<file path="src/rtl/input_debouncer.sv">
// Two-flop synchronizer + 4-state debounce FSM producing a clean, registered level.
// Optional `DEBOUNCE_EDGE_EN adds registered one-clock rise/fall pulses on y transitions.
module input_debouncer #(
  parameter int CNT_W         = 4,
  parameter int STABLE_CYCLES = 10
) (
  input  logic clk,
  input  logic rst_n,
  input  logic a,
  output logic y,
  output logic busy
`ifdef DEBOUNCE_EDGE_EN
  ,
  output logic rise,
  output logic fall
`endif
);

  if (STABLE_CYCLES < 1 || STABLE_CYCLES > (2**CNT_W) - 1) begin : g_bad_param
    $fatal(1, "input_debouncer: STABLE_CYCLES=%0d outside 1..%0d", STABLE_CYCLES, (2**CNT_W) - 1);
  end

  typedef enum logic [1:0] {LOW, CHK_HIGH, HIGH, CHK_LOW} state_e;

  localparam logic [CNT_W-1:0] LAST   = CNT_W'(STABLE_CYCLES - 1);
  localparam bit               SINGLE = (STABLE_CYCLES == 1);

  state_e           state_q, state_d;
  logic [1:0]       sync_q;
  logic             a_s;
  logic [CNT_W-1:0] cnt_q, cnt_d;
  logic             done;
  logic             y_q, y_d, busy_q, busy_d;

  always_ff @(posedge clk or negedge rst_n) begin
    if (!rst_n) sync_q <= 2'b00;
    else        sync_q <= {sync_q[0], a};
  end

  assign a_s = sync_q[1];

  // Entry loads cnt=1, so a single-cycle qualify exits on the edge right after entry.
  assign done = SINGLE || (cnt_q == LAST);

  always_comb begin
    state_d = state_q;
    cnt_d   = '0;
    unique case (state_q)
      LOW: begin
        if (a_s) begin
          state_d = CHK_HIGH;
          cnt_d   = CNT_W'(1);
        end
      end
      CHK_HIGH: begin
        if (!a_s)     state_d = LOW;
        else if (done) state_d = HIGH;
        else           cnt_d   = cnt_q + 1'b1;
      end
      HIGH: begin
        if (!a_s) begin
          state_d = CHK_LOW;
          cnt_d   = CNT_W'(1);
        end
      end
      CHK_LOW: begin
        if (a_s)       state_d = HIGH;
        else if (done) state_d = LOW;
        else           cnt_d   = cnt_q + 1'b1;
      end
      default: state_d = LOW;
    endcase
  end

  assign y_d    = (state_d == HIGH) || (state_d == CHK_LOW);
  assign busy_d = (state_d == CHK_HIGH) || (state_d == CHK_LOW);

  always_ff @(posedge clk or negedge rst_n) begin
    if (!rst_n) begin
      state_q <= LOW;
      cnt_q   <= '0;
      y_q     <= 1'b0;
      busy_q  <= 1'b0;
    end else begin
      state_q <= state_d;
      cnt_q   <= cnt_d;
      y_q     <= y_d;
      busy_q  <= busy_d;
    end
  end

  assign y    = y_q;
  assign busy = busy_q;

`ifdef DEBOUNCE_EDGE_EN
  logic rise_q, fall_q;

  always_ff @(posedge clk or negedge rst_n) begin
    if (!rst_n) begin
      rise_q <= 1'b0;
      fall_q <= 1'b0;
    end else begin
      rise_q <= y_d & ~y_q;
      fall_q <= ~y_d & y_q;
    end
  end

  assign rise = rise_q;
  assign fall = fall_q;
`endif

endmodule

</file>
<file path="config.mk">
export PLATFORM = sky130hd
export DESIGN_NAME = input_debouncer
export DESIGN_NICKNAME = d
export VERILOG_FILES = /design/src/rtl/input_debouncer.sv
export SDC_FILE = /design/constraint.sdc
export NUM_CORES = 1
export LEC_CHECK = 0
export CAP_MARGIN = 20
export CORE_AREA = 2 2 39 41
export DETAILED_ROUTE_END_ITERATION = 6
export DIE_AREA = 0 0 41 43
export PLACE_DENSITY = 0.45
export SYNTH_ARGS = -nofsm -noshare
export SYNTH_HDL_FRONTEND = slang
export SYNTH_SLANG_ARGS = --single-unit
</file>
<file path="constraint.sdc">
create_clock -name clk -period 2.64 [get_ports clk]
set_input_delay 0.528 -clock clk [delete_from_list [all_inputs] [get_ports clk]]
set_output_delay 0.528 -clock clk [all_outputs]
set_load 0.01 [all_outputs]
</file>
==> flow_summary.json <==
{
  "critPathBufInv": 1,
  "hold_ws_ps": 354,
  "syn_nets": 31,
  "synth_compound_area_share_pct": 7.27,
  "detail_route.vias_per_cell": 4.46,
  "grt_pass1_vias": 225,
  "synth_fa_ha_area_share_pct": 6.92,
  "synth-xor-area-share_pct": 7.27,
  "drc_errors": 0,
  "ios": 5,
  "ff_latch_area_sq_um": 225,
  "ir_worst_vdd_mv": 0.265,
  "cts_setup_buffers": 0,
  "htree_levels": 1,
  "rsz0062_at_grt": "no",
  "worst_pin_slew_ps": 413,
  "ys_seq_elements": 9,
  "reg2reg_from": "cnt_q[0]$_DFF_PN0_",
  "antenna_found_initial": 0,
  "criticalPathCategory": "reg -> out",
  "cp.required_ps": 2110,
  "clockBufferDepth": 2,
  "arrival_ps": 1160,
  "cap_violations": 0,
  "power_density_nw_per_um2": 595,
  "setup_viol": 0,
  "worst_path_largest_cell_delay_ps": 540,
  "die_h_microns": 43,
  "cts_root_buf": "clkbuf_4",
  "netlist_area_sq_um": 362,
  "layout_min_cycle_time_ps": 1690,
  "die_area_sq_um": 1760,
  "fillers": 137,
  "ys_warn_count": 0,
  "path_delay_family": "buffers and inverters",
  "fin_crit_sh_pct": 63.8,
  "grtUsageTotal_pct": 8.61,
  "finalSetupTns_ps": 0,
  "p_leak_nw": 0.198,
  "postCtsHoldBufs": 0,
  "overflow": 0,
  "cts_made_buffers": 3,
  "grt_max_degree": 10,
  "hold_path_class": "reg -> reg",
  "finalMaxSlewViolations": 0,
  "cp_slowest_cell": "clkdlybuf4s50_1",
  "firstDrtPassIters": 4,
  "io_buffers": 4,
  "clock_skew_ps": 5.07,
  "multi_input_area_sq_um": 133,
  "crit_start": "state_q[1]$_DFF_PN0_",
  "start_util_pct": 26.1,
  "end_kind": "primary output",
  "ys_seq_area_share_pct": 62.3,
  "avgSynthCellArea_sq_um": 13.9,
  "final_common_cell": "dfrtp_1",
  "max_freq_mhz": 593,
  "start_kind": "flip-flop",
  "muxShareOfSynthArea_pct": 3.11,
  "drive_above_1_share_pct": 20.6,
  "place.gp.congestion": 0.640,
  "tritoncts": "yes",
  "final_antenna_net_count": 0,
  "wl_per_cell_microns": 10.7,
  "areaGrowthSynthToFinish_pct": 23.9,
  "nets": 40,
  "slew_headroom_pct": 72.4,
  "final_cell_mix": "dfrtp_1 (9), clkdlybuf4s50_1 (4), nor2_1 (3), clkbuf_4 (3)",
  "grt_first_pass_wirelength_microns": 966,
  "synthCells": 26,
  "routed_wl_microns": 534,
  "status": "finished, final reports clean",
  "synth.distinct_cells": 13,
  "hold_viol_final": 0,
  "post-dp-hpwl_microns": 415,
  "cp_max_fo": 3,
  "drt_iter0_drc": 9,
  "yosys.area_share.simple_pct": 12.1,
  "path_clk_slew_ps": 50,
  "rows": 14,
  "r2r_slack_ps": 1350,
  "crit_chain": "clkdlybuf4s50_1",
  "synth_top_family_by_area": "simple AND/OR/NAND/NOR gates",
  "n_antenna_cell": 0,
  "core_sq_um": 1380,
  "clock_latency_ps": 260,
  "cts.sink_count": 9,
  "holdCritStartpoint": "sync_q[0]$_DFF_PN0_",
  "cts_resized": 0,
  "vias": 223,
  "die_x_microns": 41
}
flip-flops by register name, summed over array words and instances, names as in the netlist:
signal / count
state_q: 2
sync_q: 2
busy: 1
cnt_q: 4
power by group:
part | total, W | internal (W) | switching, W
clock | 0.000102 | 0.0000580 | 0.0000441
sequential | 0.000148 | 0.000143 | 0.00000462
combinational | 0.0000168 | 0.00000939 | 0.00000740
per-layer routing:
layer / track usage, % / share of wire, % / up-vias
met5: 0 / 0 / -
met1: 9.27 / 37 / 109
met4: 2.00 / 0 / 0
li1: - / - / 103
met3: 7.85 / 10 / 0
met2: 12.2 / 52 / 11
synthesized netlist by cell type:
cell type | number | area, sq um
xor2_1 | 2 | 17.5
mux2_2 | 1 | 11.3
inv_1 | 1 | 3.75
nand4b_1 | 1 | 8.76
ha_1 | 2 | 25.0
nand2_1 | 1 | 3.75
nor2_1 | 3 | 11.3
xnor2_1 | 1 | 8.76
and2_2 | 2 | 15.0
dfrtp_1 | 9 | 225
a21boi_4 | 1 | 18.8
o211ai_1 | 1 | 7.51
nand3_1 | 1 | 5.00
cells by family (layout without fill, tap and decap cells):
family,Yosys count,after routing
DFF,9,9
and+or+nand+nor,8,8
buffers and inverters,1,9
xor gates and xnor gates,3,3
muxes,1,1
AOI/OAI and AO/OA,2,2
adders and majority gates,2,2
area by class of cell:
type / instances / area share (%)
Tap cell: 16 / 4.47
Inverter: 1 / 0.838
Sequential cell: 9 / 50.3
Timing Repair Buffer: 4 / 8.94
Clock buffer: 4 / 5.87
Multi-Input combinational cell: 16 / 29.6
per-stage QoR:
step | cell area (sq um) | utilization (%) | worst slack [ps] | power [W] | cells
floorplan | 362 | - | 1440 | 0.000158 | 26
global placement | 422 | 30.5 | 1220 | 0.000166 | 46
detailed placement | 422 | 30.5 | 1220 | 0.000167 | 46
CTS | 448 | 32.4 | 934 | 0.000273 | 50
global route | 448 | 32.4 | 888 | 0.000286 | 50
finish | 448 | 32.4 | 955 | 0.000267 | 50
worst paths after layout:
kind	endpoint	cells after the start
hold reg to reg	sync_q[1]$_DFF_PN0_	0
setup reg to reg	state_q[1]$_DFF_PN0_	3
min in group asynchronous	busy$_DFF_PN0_	1
setup / recovery	y	1
hold / removal	sync_q[1]$_DFF_PN0_	0
max in group asynchronous	cnt_q[0]$_DFF_PN0_	1
No activity file was read; power rests on OpenSTA's default activity.
==> RTL change (same settings) <==
The option `DEBOUNCE_EDGE_EN` is turned on by a define.
--- a/src/rtl/input_debouncer.sv
+++ b/src/rtl/input_debouncer.sv
@@ -1,4 +1,6 @@
 // Two-flop synchronizer + 4-state debounce FSM producing a clean, registered level.
 // Optional `DEBOUNCE_EDGE_EN adds registered one-clock rise/fall pulses on y transitions.
+`define DEBOUNCE_EDGE_EN
+
 module input_debouncer #(
   parameter int CNT_W         = 4,
Behaviour (old outputs only; new: fall and rise): unchanged (Yosys induction, for registers that start in step).
==> RTL change against the unedited design <==
Die area unchanged; sequential power increased by 20%; synthesized area increased by 19%; sequential cell count increased by 2; critical path depth unchanged; non-clock buffer count increased by 2; combinational power increased by 2%; routed wire length increased by 20%; setup slack got worse by 68 ps; final area increased by 20%; total power increased by 15%; first-iteration DRC count decreased by 44%; critical path type unchanged; highest routed layer unchanged.
==> RTL change: results (changes against the unedited design) <==
[power]
vdd_ir_drop_max_mv=0.2020  ; was 0.2653 mV
p_seq_mw=0.178  ; was 0.148 mW
p_comb_share_pct=5.6  ; was 6.3%
powerComb_mw=0.0172  ; was 0.0168 mW
internal_power_mw=0.2406  ; was 0.2105 mW
p_leak_nw=0.2419  ; was 0.1980 nW

[place]
place_inst=52  ; was 46
place_congestion=0.6697  ; was 0.6398
io_buffers=6  ; was 4
dpl.hpwl_um=451.9  ; was 414.7 um
place_ws_ps=1168  ; was 1215 ps

[final_layout]
n_fill_cell=139  ; was 137
nNetsFinal=46  ; was 40
drive_gt1_share_pct=12.50  ; was 20.59%

[logic_synthesis]
synth_nets=35  ; was 31
synthCells=30  ; was 26
ys_top_cells_by_count=11 x dfrtp_1, 3 x nor2_1  ; was 9 x dfrtp_1, 3 x nor2_1, 2 x and2_2, 2 x ha_1, 2 x xor2_1
synth_area_leaders=dfrtp_1 64%, ha_1 5.8%, nand4b_4 5.5%  ; was dfrtp_1 62%, ha_1 6.9%, a21boi_4 5.2%
synth-warning-count=0  ; unchanged
yosysUniqueCellTypes=14  ; was 13
yosysSeqAreaShare_pct=63.77  ; was 62.28%
async_flop_share_pct=100.0  ; unchanged

[routing]
drtIter0Drc=5  ; was 9
wl_per_cell_um=11.43  ; was 10.68 um
vias_per_cell=4.589  ; was 4.460
vias=257  ; was 223
dr.pass1.iters=4  ; unchanged

[sta]
skew_ps=2.514  ; was 5.068 ps
tightest_slew_ps=477.3  ; was 413.3 ps
fmax_mhz=570.2  ; was 593.3 MHz

[global_route]
grt_max_degree=12  ; was 10
grt_pass1_vias=284  ; was 225
grt_use_total_pct=10.79  ; was 8.612%
grt_pass1_wl_mm=1.173  ; was 966 um

[critical_path]
worst_r2r_endpoint=state_q[1]$_DFF_PN0_  ; unchanged
crit_fanout=5  ; was 3
cpPeakStageDelay_ps=560  ; was 540 ps
critPathArrivalTime_ps=1230  ; was 1160 ps

[clock_tree]
postCtsSetupRepairBufs=0  ; unchanged
numCtsBuffers=3  ; unchanged
path_clk_slew_ps=70  ; was 50 ps
h-tree-depth=1  ; unchanged

[status]
outcome=completed  ; unchanged

## RTL change: final cells by class
cell class | instances | share of cell area [%]
sequential | 11 | 51.16
clock buffer | 4 | 4.884
tap | 16 | 3.721
multi-input combinational | 18 | 28.37
inverter | 1 | 0.6977
timing repair buffer | 6 | 11.16
## RTL change: cell families after synthesis
kind of cell             share of synthesized area [%]
XOR/XNOR                                         6.088
AND/OR/NAND/NOR                                  16.52
AO/OA/AOI/OAI                                    4.348
buffers and inverters                           0.8687
adder cells (fa/ha/maj)                          5.796
flip-flops                                       63.77
multiplexers                                     2.609
## RTL change: layer usage
layer | GRT usage (%) | share of wire, %
met1 | 10.77 | 41
met2 | 16.56 | 52
met3 | 6.283 | 7.3
met4 | 6.000 | 0
met5 | 0 | 0
## RTL change: worst min path at each step
stage                   startpoint  cells after the start                   to  slack [ps]
6_report       sync_q[0]$_DFF_PN0_                      0  sync_q[1]$_DFF_PN0_         360
5_1_grt        sync_q[0]$_DFF_PN0_                      0  sync_q[1]$_DFF_PN0_         370
4_1_cts        sync_q[0]$_DFF_PN0_                      0  sync_q[1]$_DFF_PN0_         360
3_5_place_dp   sync_q[0]$_DFF_PN0_                      0  sync_q[1]$_DFF_PN0_         350
3_3_place_gp   sync_q[0]$_DFF_PN0_                      0  sync_q[1]$_DFF_PN0_         340
2_1_floorplan                rst_n                      0       busy$_DFF_PN0_         230
## RTL change: metrics by stage
step | instance area, um^2 | util [%]
finish | 538.0 | 38.88
global route | 538.0 | 38.88
CTS | 538.0 | 38.88
detailed placement | 511.7 | 36.98
global placement | 511.7 | 36.98
floorplan | 431.7 | -
